--- src/rtl/riscv_pkg.sv ---
// Shared RISC-V instruction types: opcode map, encoder format codes and
// immediate limits used by the field-to-instruction encoder.
package riscv_pkg;

    typedef logic [31:0] instruction_t;

    typedef enum logic [6:0] {
        OP_LOAD      = 7'h03,
        OP_MISC_MEM  = 7'h0F,
        OP_IMM       = 7'h13,
        OP_AUIPC     = 7'h17,
        OP_IMM_32    = 7'h1B,
        OP_STORE     = 7'h23,
        OP_OP        = 7'h33,
        OP_LUI       = 7'h37,
        OP_OP_32     = 7'h3B,
        OP_BRANCH    = 7'h63,
        OP_JALR      = 7'h67,
        OP_JAL       = 7'h6F,
        OP_SYSTEM    = 7'h73
    } op_inst_t;

    typedef enum logic [2:0] {
        FMT_R = 3'd0,
        FMT_I = 3'd1,
        FMT_S = 3'd2,
        FMT_B = 3'd3,
        FMT_U = 3'd4,
        FMT_J = 3'd5
    } inst_fmt_t;

    localparam int IMM_I_MIN = -2048;
    localparam int IMM_I_MAX = 2047;
    localparam int IMM_B_MIN = -4096;
    localparam int IMM_B_MAX = 4094;
    localparam int IMM_J_MIN = -(1 << 20);
    localparam int IMM_J_MAX = (1 << 20) - 2;

    // One buffered result: error flag alongside the (zeroed on error) word.
    typedef struct packed {
        logic         err;
        instruction_t inst;
    } enc_entry_t;

endpackage

--- src/rtl/riscv_inst_fifo.sv ---
// Small synchronous FIFO with flush; head data reads as zero while empty.
module riscv_inst_fifo #(
    parameter int DEPTH = 2,
    parameter int WIDTH = 33
) (
    input  logic             clk_i,
    input  logic             rstn_i,
    input  logic             flush_i,
    input  logic             push_i,
    input  logic [WIDTH-1:0] wdata_i,
    input  logic             pop_i,
    output logic [WIDTH-1:0] rdata_o,
    output logic             full_o,
    output logic             empty_o
);

    localparam int PTR_W = (DEPTH > 1) ? $clog2(DEPTH) : 1;
    localparam int CNT_W = $clog2(DEPTH + 1);

    logic [WIDTH-1:0] mem [DEPTH];
    logic [PTR_W-1:0] rptr_q;
    logic [PTR_W-1:0] wptr_q;
    logic [CNT_W-1:0] cnt_q;
    logic             do_push;
    logic             do_pop;

    assign full_o  = (cnt_q == CNT_W'(DEPTH));
    assign empty_o = (cnt_q == '0);
    assign do_pop  = pop_i && !empty_o;
    // A pop frees the slot being written, so push-while-full is legal then.
    assign do_push = push_i && (!full_o || do_pop);
    assign rdata_o = empty_o ? '0 : mem[rptr_q];

    always_ff @(posedge clk_i or negedge rstn_i) begin
        if (!rstn_i) begin
            rptr_q <= '0;
            wptr_q <= '0;
            cnt_q  <= '0;
        end else if (flush_i) begin
            rptr_q <= '0;
            wptr_q <= '0;
            cnt_q  <= '0;
        end else begin
            if (do_push) begin
                wptr_q <= wptr_q + PTR_W'(1);
            end
            if (do_pop) begin
                rptr_q <= rptr_q + PTR_W'(1);
            end
            case ({do_push, do_pop})
                2'b10:   cnt_q <= cnt_q + CNT_W'(1);
                2'b01:   cnt_q <= cnt_q - CNT_W'(1);
                default: cnt_q <= cnt_q;
            endcase
        end
    end

    always_ff @(posedge clk_i) begin
        if (do_push && !flush_i) begin
            mem[wptr_q] <= wdata_i;
        end
    end

endmodule

--- src/rtl/riscv_inst_encoder.sv ---
// Packs decoded RISC-V fields into a 32-bit instruction, range-checks the
// immediate, and buffers results through a stage register and output FIFO.
module riscv_inst_encoder
    import riscv_pkg::*;
#(
    parameter int DEPTH     = 2,
    parameter int ERR_CNT_W = 8
) (
    input  logic                 clk_i,
    input  logic                 rstn_i,
    input  logic                 flush_i,
    input  logic                 req_valid_i,
    output logic                 req_ready_o,
    input  logic [2:0]           req_fmt_i,
    input  logic [6:0]           req_opcode_i,
    input  logic [2:0]           req_func3_i,
    input  logic [6:0]           req_func7_i,
    input  logic [4:0]           req_rd_i,
    input  logic [4:0]           req_rs1_i,
    input  logic [4:0]           req_rs2_i,
    input  logic [31:0]          req_imm_i,
    output logic                 inst_valid_o,
    input  logic                 inst_ready_i,
    output logic [31:0]          inst_o,
    output logic                 inst_err_o,
    output logic [ERR_CNT_W-1:0] err_cnt_o
);

    function automatic logic imm_in_range(input logic signed [31:0] v,
                                          input int lo, input int hi);
        return (v >= lo) && (v <= hi);
    endfunction

    function automatic enc_entry_t encode(
        input logic [2:0]  fmt,
        input logic [6:0]  opcode,
        input logic [2:0]  func3,
        input logic [6:0]  func7,
        input logic [4:0]  rd,
        input logic [4:0]  rs1,
        input logic [4:0]  rs2,
        input logic [31:0] imm
    );
        enc_entry_t          res;
        instruction_t        inst;
        logic                ok;
        logic signed [31:0]  simm;
        simm = $signed(imm);
        inst = '0;
        ok   = 1'b0;
        case (inst_fmt_t'(fmt))
            FMT_R: begin
                ok   = 1'b1;
                inst = {func7, rs2, rs1, func3, rd, opcode};
            end
            FMT_I: begin
                ok   = imm_in_range(simm, IMM_I_MIN, IMM_I_MAX);
                inst = {imm[11:0], rs1, func3, rd, opcode};
            end
            FMT_S: begin
                ok   = imm_in_range(simm, IMM_I_MIN, IMM_I_MAX);
                inst = {imm[11:5], rs2, rs1, func3, imm[4:0], opcode};
            end
            FMT_B: begin
                ok   = imm_in_range(simm, IMM_B_MIN, IMM_B_MAX) && !imm[0];
                inst = {imm[12], imm[10:5], rs2, rs1, func3,
                        imm[4:1], imm[11], opcode};
            end
            FMT_U: begin
                ok   = (imm[11:0] == 12'h000);
                inst = {imm[31:12], rd, opcode};
            end
            FMT_J: begin
                ok   = imm_in_range(simm, IMM_J_MIN, IMM_J_MAX) && !imm[0];
                inst = {imm[20], imm[10:1], imm[11], imm[19:12], rd, opcode};
            end
            default: begin
                ok   = 1'b0;
                inst = '0;
            end
        endcase
        res.err  = !ok;
        res.inst = ok ? inst : '0;
        return res;
    endfunction

    enc_entry_t           enc_res;
    enc_entry_t           s1_entry_q;
    logic                 s1_valid_q;
    logic [ERR_CNT_W-1:0] err_cnt_q;
    enc_entry_t           fifo_head;
    logic                 fifo_full;
    logic                 fifo_empty;
    logic                 req_fire;
    logic                 s1_drain;

    always_comb begin
        enc_res = encode(req_fmt_i, req_opcode_i, req_func3_i, req_func7_i,
                         req_rd_i, req_rs1_i, req_rs2_i, req_imm_i);
    end

    // Ready looks only at registered state so inst_ready_i never reaches it.
    assign req_ready_o = !s1_valid_q || !fifo_full;
    assign req_fire    = req_valid_i && req_ready_o && !flush_i;
    assign s1_drain    = s1_valid_q && !fifo_full;

    always_ff @(posedge clk_i or negedge rstn_i) begin
        if (!rstn_i) begin
            s1_valid_q <= 1'b0;
            s1_entry_q <= '0;
        end else if (flush_i) begin
            s1_valid_q <= 1'b0;
        end else if (req_fire) begin
            s1_valid_q <= 1'b1;
            s1_entry_q <= enc_res;
        end else if (s1_drain) begin
            s1_valid_q <= 1'b0;
        end
    end

    // Survives flush on purpose: it tracks encode faults since reset.
    always_ff @(posedge clk_i or negedge rstn_i) begin
        if (!rstn_i) begin
            err_cnt_q <= '0;
        end else if (req_fire && enc_res.err && (err_cnt_q != '1)) begin
            err_cnt_q <= err_cnt_q + ERR_CNT_W'(1);
        end
    end

    riscv_inst_fifo #(
        .DEPTH (DEPTH),
        .WIDTH ($bits(enc_entry_t))
    ) u_fifo (
        .clk_i   (clk_i),
        .rstn_i  (rstn_i),
        .flush_i (flush_i),
        .push_i  (s1_drain),
        .wdata_i (s1_entry_q),
        .pop_i   (inst_ready_i),
        .rdata_o (fifo_head),
        .full_o  (fifo_full),
        .empty_o (fifo_empty)
    );

    assign inst_valid_o = !fifo_empty;
    assign inst_o       = fifo_head.inst;
    assign inst_err_o   = fifo_head.err;
    assign err_cnt_o    = err_cnt_q;

endmodule

--- config.mk ---
export PLATFORM = sky130hd
export DESIGN_NAME = riscv_inst_encoder
export DESIGN_NICKNAME = d
export VERILOG_FILES = /design/src/rtl/riscv_pkg.sv /design/src/rtl/riscv_inst_fifo.sv /design/src/rtl/riscv_inst_encoder.sv
export SDC_FILE = /design/constraint.sdc
export NUM_CORES = 1
export LEC_CHECK = 0
export ABC_AREA = 1
export CAP_MARGIN = 20
export CORE_ASPECT_RATIO = 0.7
export CORE_MARGIN = 3
export CORE_UTILIZATION = 30
export DETAILED_ROUTE_END_ITERATION = 7
export MAX_ROUTING_LAYER = met4
export SETUP_SLACK_MARGIN = 0.02
export SKIP_CTS_REPAIR_TIMING = 1
export SYNTH_ARGS = -nofsm -noshare
export SYNTH_HDL_FRONTEND = slang
export SYNTH_HIERARCHICAL = 1
export SYNTH_SLANG_ARGS = --single-unit
--- constraint.sdc ---
create_clock -name clk_i -period 6.1 [get_ports clk_i]
set_input_delay 0.61 -clock clk_i [delete_from_list [all_inputs] [get_ports clk_i]]
set_output_delay 0.61 -clock clk_i [all_outputs]
set_load 0.01 [all_outputs]
Word-level counts from Yosys, hierarchy flattened
Memory sizes are Yosys's and may differ from the RTL's. Index checks and enable logic that the tools add are counted.

Add/sub/neg operators: 5. Order comparisons: 6. Equal/unequal tests: 9. Mux-type cells: 15. Bitwise operators: 1. Reductions and logical operators: 30.

Operator list (count): $pmux 32 s6 (1); $mux 33 (1); $ge 32x12->1 const B (1); $ge 32x13->1 const B (1); $ge 32x21->1 const B (1); $le 32x12->1 const B (1); $le 32x13->1 const B (1); $le 32x21->1 const B (1); $mux 32 (1); $logic_and 1x1->1 (13); $logic_not 12->1 (1); $mux 1 (9); $add 8x1->8 const B (1); $ne 8x8->1 const B (1); $eq 3x2->1 const B (2); $eq 3x3->1 const B (2); $logic_not 1->1 (6); $reduce_bool 3->1 (2); $pmux 1 s5 (1); $eq 2x2->1 const B (2); $pmux 2 s2 (1); $reduce_bool 2->1 (2); $eq 3x1->1 const B (1); $logic_not 3->1 (1); 10 further kinds (12).

Bits in registers: 46. Bits in writable memories: 66. Input port bits: 72. Output and inout bits: 43. Logic and storage cells: 74. Memories: 1.

Memory list: u_fifo.mem (words 2, width 33, rd ports 1, clocked after Yosys merged registers in 0, wr ports 1, RTL line riscv_inst_fifo.sv:20) `logic [WIDTH-1:0] mem [DEPTH];`.

Depth between registers and ports, before layout
Gate-level depths: netlist of the first run.

Depth after elaboration: 8. Gate-level depth with buffers: 14.

By module
Netlist of the first run, hierarchy kept.

By module, submodules not included: riscv_inst_encoder (instances 1, cells an instance 422, area an instance 3009.1 sq um, sequential area each 1051.0 sq um); riscv_inst_fifo (instances 1, cells an instance 214, area an instance 2782.7 sq um, sequential area each 2082.0 sq um).

Least setup slack after synthesis of the first run
No wires, ideal clock.

Path kind: register to register. From: register u_fifo.cnt_q[0]. To: memory u_fifo.mem[1][0] (enable). Setup time: 0.465 ns. Data arrival time: 3.261 ns. Required time: 5.635 ns. Slack: 2.374 ns. Stages on the path, launching flop included: 7. Buffers on the path: 0. Cell sequence: dfrtp_1 -> inv_2 -> nand2_1 -> inv_1 -> nor2_1 -> o21ai_2 -> nor3_1.

RTL lines: start: declaration (RTL line riscv_inst_fifo.sv:23) `logic [CNT_W-1:0] cnt_q;`; start signal: assignment (RTL line riscv_inst_fifo.sv:51) `2'b10: cnt_q <= cnt_q + CNT_W'(1);`; start signal: assignment (RTL line riscv_inst_fifo.sv:52) `2'b01: cnt_q <= cnt_q - CNT_W'(1);`; start signal: assignment (RTL line riscv_inst_fifo.sv:53) `default: cnt_q <= cnt_q;`; $eq 2x2->1 (RTL line riscv_inst_fifo.sv:27) `assign full_o = (cnt_q == CNT_W'(DEPTH));`; net fifo_full (RTL line riscv_inst_encoder.sv:92) `logic fifo_full;`; $logic_not 1->1 (RTL line riscv_inst_encoder.sv:105) `assign s1_drain = s1_valid_q && !fifo_full;`; $logic_and 1x1->1 (RTL line riscv_inst_encoder.sv:105); net s1_drain (RTL line riscv_inst_encoder.sv:95) `logic s1_drain;`; $logic_and 1x1->1 (RTL line riscv_inst_fifo.sv:31) `assign do_push = push_i && (!full_o || do_pop);`; $logic_and 1x1->1 (RTL line riscv_inst_fifo.sv:59) `if (do_push && !flush_i) begin`; $mux 1 (RTL line riscv_inst_fifo.sv:59); $mux 1 (not written as such) (RTL line riscv_inst_fifo.sv:60) `mem[wptr_q] <= wdata_i;`; end: declaration (RTL line riscv_inst_fifo.sv:20).

The timed path passes the listed nets, and every way through them passes these cells.

Worst setup path in the final report of the first run
From: register u_fifo.cnt_q[0]. To: register err_cnt_q[4] (netlist: err_cnt_o[4]).

Word-level cells in the longest chain between the ends: 7.

RTL lines: $eq 2x2->1 (RTL line riscv_inst_fifo.sv:27); net fifo_full (RTL line riscv_inst_encoder.sv:92); $logic_not 1->1 (RTL line riscv_inst_encoder.sv:103) `assign req_ready_o = !s1_valid_q || !fifo_full;`; $logic_or 1x1->1 (RTL line riscv_inst_encoder.sv:103); $logic_and 1x1->1 (2 in a row) (RTL line riscv_inst_encoder.sv:104) `assign req_fire = req_valid_i && req_ready_o && !flush_i;`; $logic_and 1x1->1 (2 in a row) (RTL line riscv_inst_encoder.sv:125) `end else if (req_fire && enc_res.err && (err_cnt_q != '1)) begin`; end signal: assignment (RTL line riscv_inst_encoder.sv:126) `err_cnt_q <= err_cnt_q + ERR_CNT_W'(1);`; end: declaration (RTL line riscv_inst_encoder.sv:90) `logic [ERR_CNT_W-1:0] err_cnt_q;`.

The timed path passes the listed nets, and every way through them passes these cells. A chain may end at the register's enable or synchronous reset.

==> summary.txt, run 1 <==
Worst reg2reg endpoint -> err_cnt_o[4]
TritonCTS Buffers -> 9
Fmax -> 0.344 GHz
DR vias/cell -> 4.64
Multi-input gate area -> 2270 um2
Core ar. -> 18500 um2
Wirelength per Cell -> 15.9 um
Detailed Routing Iterations Pass 1 -> 7
Period utilisation layout -> 47.7%
Comb power frac -> 21.3%
Remaining global-route overflow -> 0
R2R cell count -> 12
Crit path launch -> u_fifo/cnt_q[0]
Fillers -> 1864
Leakage -> 0.00303 uW
Final setup violation count -> 0
Vias -> 4565
Fin. Hold Viols -> 0
Period minus WS final -> 2.91 ns
Commonest non-fill, non-tap cell in the layout -> nand2_1
MaxCap Viol Count -> 0
Worst Max-Slew Pin Slew -> 1.03 ns
First-pass GRT wire length -> 24400 um
Ys async rst share -> 41.1%
Final TNS setup -> 0 ns
Crit Path Max Fanout -> 35
Register area share after synthesis -> 54.1%
Vias in the first global route -> 4324
Peak VDD IR -> 0.137 mV
CTS tree -> done
Area grow syn2layout -> 27.1%
Most used DFF post-synth -> edfxtp_1
Most frequent cells in the layout -> nand2_1, clkdlybuf4s50_1, edfxtp_1, dfrtp_1, nor2_1
Number of DRC markers in iteration 0 -> 395
Clock tree buffer depth -> 2
ANT nets after route -> 0
Max Slew Vio Count -> 0
Worst EP arrival -> 3.16 ns
Clock slew at reported path FFs -> 0.08 ns
Final instance area -> 7360 um2
Seq pwr share -> 47.8%
Hold/Removal Path Class -> in -> async
Startpoint Class -> flop
Synth Register Bits -> 112
Cell Int Power -> 1300 uW
Run status -> complete, no violations
# diodes -> 0
Synth Area per Inst -> 9.11 um2
Worst Skew -> 0.00973 ns
Switching Fraction -> 29.0%
Sw power -> 531 uW
Sequential cell area -> 3130 um2
Post-DP Area -> 7070 um2
Port Buf Inserts -> 114
Synth Cell Area -> 5790 um2
Post-synthesis net count -> 709
Clock Latency Late Sink -> 0.35 ns
Syn. warnings -> 6
Row Count -> 41
Worst Setup Path Type -> reg -> reg
Synthesized instance count -> 636
Initial Util -> 31.4%
RSZ-0062 raised after global routing -> no
Die area -> 21000 um2
Pwr/cell area -> 248 nW/um2
Clock share of power -> 30.8%
I/O pins -> 115
Initial antenna violation count -> 0
CP Capture Type -> flop
Global Route Usage Sum -> 15.7%
Area leader, netlist -> edfxtp_1
Htree depth -> 3
# DRC -> 0
Final wirelength -> 15700 um
Top-area cell type share of the netlist area -> 34.2%
Routability cong. -> 0.937
Post-synth EDFFs -> 66
Fraction of layout cells with a size suffix above 1 -> 13.0%
Layout net count -> 816
CTS root buf -> clkbuf_16
Die Height -> 122 um
Largest net degree at the start of global routing -> 47
Crit Reg-Reg Startpoint -> u_fifo/cnt_q[0]
Reg2reg setup slack -> 3.19 ns
Rel. slew slack -> 31.5%
Synth unique cells -> 39
Clock Sinks -> 112
Main area contributors after synthesis -> edfxtp_1, dfrtp_1, nand2_1
Worst Path Required -> 6.35 ns
DIE WIDTH -> 172 um
Final HPWL DP -> 11400 um
## how the worst max path moves through the flow
stage                  endpoint  slack (ns)
3_3_place_gp       err_cnt_o[4]        2.91
2_1_floorplan  u_fifo/mem[1][0]        2.37
6_report           err_cnt_o[4]        3.19
3_5_place_dp       err_cnt_o[3]        2.85
5_1_grt            err_cnt_o[5]        2.86
4_1_cts            err_cnt_o[4]        3.17
## cell usage after synthesis, drive strengths merged (5+ instances only)
cell type  number
o221ai          5
a21oi          37
nand3          50
inv            52
buf            18
nand4          12
o21ai          17
edfxtp         66
dfrtp          46
o211ai          6
nand2         253
xor2            6
nor2           53
## metal layers
metal	up-vias	GRT usage, %	routed length, um
met1	2109	23.6	8040
met4	0	3.39	172
met2	133	21.7	6590
met3	12	3.38	873
met5	-	-	0
li1	2311	-	-
## per-stage QoR
step                hold slack (ns)  util [%]  setup WS (ns)  std cells  total power [uW]
finish                        0.354      39.9           3.19        984              1830
detailed placement            0.456      38.3           2.85        968              1280
floorplan                     0.314         -           2.37        636              1090
CTS                           0.388      39.9           3.17        984              1850
global route                  0.408      39.9           2.86        984              1920
global placement              0.451      38.3           2.91        968              1280
## power groups by stage
stage          Sequential (uW)  Clock (uW)  Combinational (uW)
6_report                   875         564                 390
5_1_grt                    880         612                 428
4_1_cts                    874         577                 395
3_5_place_dp               890           0                 392
3_3_place_gp               890           0                 391
2_1_floorplan              887           0                 200
## critical path, cell delays in order, from the launching register on
cell and delay (ns):
dfrtp_1 0.43, inv_2 0.07, nand2_1 0.13, inv_1 0.07, nand2_1 0.09, nand2_1 0.10
nor2_4 0.08, buf_4 0.45, inv_2 0.42, a31oi_2 0.51, nand3_2 0.24, nand2_1 0.11
nand2_1 0.05
## area by class of cell
cell class                      instances  area share [%]
Clock buffer                            9            3.06
Clock inverter                          7           0.867
Inverter                               52            2.75
Multi-Input combinational cell        450            30.9
Sequential cell                       112            42.6
Tap cell                              236            4.01
Timing Repair Buffer                  118            15.8
## state kept, by name, indices dropped and copies added (netlist names)
name           count
u_fifo/wptr_q      1
u_fifo/cnt_q       2
err_cnt_o          8
s1_entry_q        33
u_fifo/mem        66
s1_valid_q         1
u_fifo/rptr_q      1
## kinds of logic after synthesis
logic type      Yosys count  share of synthesized area, %
compound gates           69                          7.65
xor+xnor                  6                         0.907
fa+ha+maj                 1                         0.216
buf+inv                  74                          6.85
flops                   112                          54.1
simple gates            374                          30.3
Note: power is estimated with default switching activity, not from simulation.
==> inputs of run 2 (changes only) <==
Clock period 6.1 ns to 2.82 ns, I/O delays scaled along.
==> summary.txt, run 2 (synthesis results as in run 1) <==
Wirelength per Cell -> 15.7 um (-1.6%)
Critical path capture point -> inst_o[21]
Period minus WS final -> 2.51 ns
Clock tree buffer depth -> 2 (unchanged)
First-pass GRT wire length -> 24500 um (+0.65%)
Initial antenna violation count -> 0 (unchanged)
Seq pwr share -> 47.2% (-0.6 points)
Final wirelength -> 15500 um (-1.1%)
Final TNS setup -> 0 ns (unchanged)
Global Route Usage Sum -> 15.7% (about the same)
Final setup violation count -> 0 (unchanged)
Sw power -> 1190 uW (+120%)
Clock share of power -> 31.8% (+1.0 points)
Routability cong. -> 0.914 (-2.4%)
Core ar. -> 18500 um2 (unchanged)
TritonCTS Buffers -> 9 (unchanged)
Most frequent cells in the layout -> nand2_1, clkdlybuf4s50_1, edfxtp_1, dfrtp_1, nor2_1
Vias in the first global route -> 4402 (+1.8%)
Period utilisation layout -> 88.9%
Remaining global-route overflow -> 0 (unchanged)
Hold_ws -> 0.381 ns (+0.0269 ns)
DIE WIDTH -> 172 um (unchanged)
Fillers -> 1855 (-0.48%)
RSZ-0062 raised after global routing -> no
Worst EP arrival -> 2.23 ns (-0.93 ns)
Area grow syn2layout -> 28.2%
R2R cell count -> 7 (-5)
Fmax -> 0.399 GHz
Crit Path Max Fanout -> 26 (-26%)
I/O pins -> 115 (unchanged)
Reg2reg setup slack -> 0.73 ns (-2.46 ns)
Rel. slew slack -> 63.9% (+32 points)
Worst Max-Slew Pin Slew -> 0.540 ns (-0.485 ns)
DR vias/cell -> 4.65 (+0.30%)
Power Total -> 4030 uW (+120%)
Clock Sinks -> 112 (unchanged)
CTS root buf -> clkbuf_16
Clock slew at reported path FFs -> 0.09 ns (about the same)
# DRC -> 0 (unchanged)
Die Height -> 122 um (unchanged)
Fraction of layout cells with a size suffix above 1 -> 13.5% (+0.58 points)
Port Buf Inserts -> 114 (unchanged)
CTS tree -> done
Run status -> complete, no violations
Final HPWL DP -> 11500 um (+1.0%)
Crit Reg-Reg Startpoint -> u_fifo/cnt_q[0]
Vias -> 4602 (+0.81%)
# diodes -> 0 (unchanged)
Switching Fraction -> 29.6% (+0.57 points)
Startpoint Class -> flop
Comb power frac -> 21.0% (-0.3 points)
Commonest non-fill, non-tap cell in the layout -> nand2_1
Peak VDD IR -> 0.287 mV (+110%)
Worst Path Required -> 2.54 ns (-3.81 ns)
Clock Latency Late Sink -> 0.35 ns (about the same)
CP Capture Type -> primary output
ANT nets after route -> 0 (unchanged)
Hold/Removal Path Class -> in -> async
Fin. Hold Viols -> 0 (unchanged)
Initial Util -> 31.4% (unchanged)
Row Count -> 41 (unchanged)
Leakage -> 0.00306 uW (+1.1%)
Number of DRC markers in iteration 0 -> 315 (-20%)
Htree depth -> 3 (unchanged)
Pwr/cell area -> 542 nW/um2 (+120%)
Max Slew Vio Count -> 0 (unchanged)
Cell Int Power -> 2840 uW (+120%)
MaxCap Viol Count -> 0 (unchanged)
Worst reg2reg endpoint -> u_fifo/mem[1][28]
Worst Skew -> 0.0112 ns (+0.00148 ns)
Largest net degree at the start of global routing -> 35 (-26%)
Max reg flops -> 66 (unchanged)
Detailed Routing Iterations Pass 1 -> 5 (-2)
Crit path launch -> u_fifo/rptr_q
Worst Setup Path Type -> reg -> out
Layout net count -> 821 (+0.61%)
Die area -> 21000 um2 (unchanged)
Register bank with the most flops -> u_fifo/mem
run 2: cell types whose count changed in the layout (fill, tap and decap cells not counted):
| cell | change |
|---|---|
| buf_4 | +4 |
| clkinvlp_4 | +1 |
| clkinv_4 | -2 |
| inv_8 | +2 |
| nor3_2 | -1 |
| dlygate4sd3_1 | +1 |
| inv_6 | -1 |
| nor3_4 | +1 |
| inv_12 | +1 |
| clkinv_1 | -1 |
run 2: critical path, cell delays in order, from the launching register on:
cell and delay (ns):
dfrtp_1 0.56, inv_6 0.28, buf_4 0.22, nand2_1 0.06
a21oi_1 0.19, clkdlybuf4s50_1 0.58
run 2: routing by layer:
| metal | vias to the layer above | GRT usage (%) | wire [um] |
|---|---|---|---|
| li1 | 2331 | - | - |
| met1 | 2111 | 24.0 | 7980 |
| met2 | 146 | 21.3 | 6360 |
| met3 | 14 | 3.12 | 919 |
| met4 | 0 | 3.74 | 238 |
| met5 | - | - | 0 |
run 2: how the worst min path moves through the flow:
stage	startpoint	endpoint	slack, ns
CTS	rstn_i	s1_entry_q[9]	-0.14
floorplan	rstn_i	err_cnt_o[0]	-0.01
finish	rstn_i	s1_entry_q[9]	0.38
global route	rstn_i	s1_entry_q[9]	0.44
detailed placement	rstn_i	s1_entry_q[6]	0.24
global placement	rstn_i	s1_entry_q[5]	0.25
run 2: cell type report:
class / instances / area (um2) / area share [%]
flip-flops and latches: 112 / 3130 / 42.2
multi-input cells: 450 / 2280 / 30.7
repair buffers: 123 / 1210 / 16.2
well taps: 236 / 295 / 3.98
clock buffers: 9 / 225 / 3.03
inverters: 52 / 203 / 2.73
clock inverters: 7 / 80.1 / 1.08
run 2: power by group through the flow:
stage | registers, uW | clock network (uW) | logic (uW)
floorplan | 1920 | 0 | 434
global placement | 1930 | 0 | 847
detailed placement | 1930 | 0 | 848
CTS | 1900 | 1310 | 852
global route | 1910 | 1390 | 928
finish | 1900 | 1280 | 845
run 2: metrics by stage:
| stage | instance area (um2) | instances | worst slack [ns] | util [%] |
|---|---|---|---|---|
| 6_report | 7420 | 989 | 0.312 | 40.2 |
| 5_1_grt | 7420 | 989 | 0.151 | 40.2 |
| 4_1_cts | 7410 | 988 | 0.269 | 40.1 |
| 3_5_place_dp | 7110 | 972 | 0.410 | 38.5 |
| 3_3_place_gp | 7110 | 972 | 0.473 | 38.5 |
| 2_1_floorplan | 5800 | 636 | 0.0973 | - |
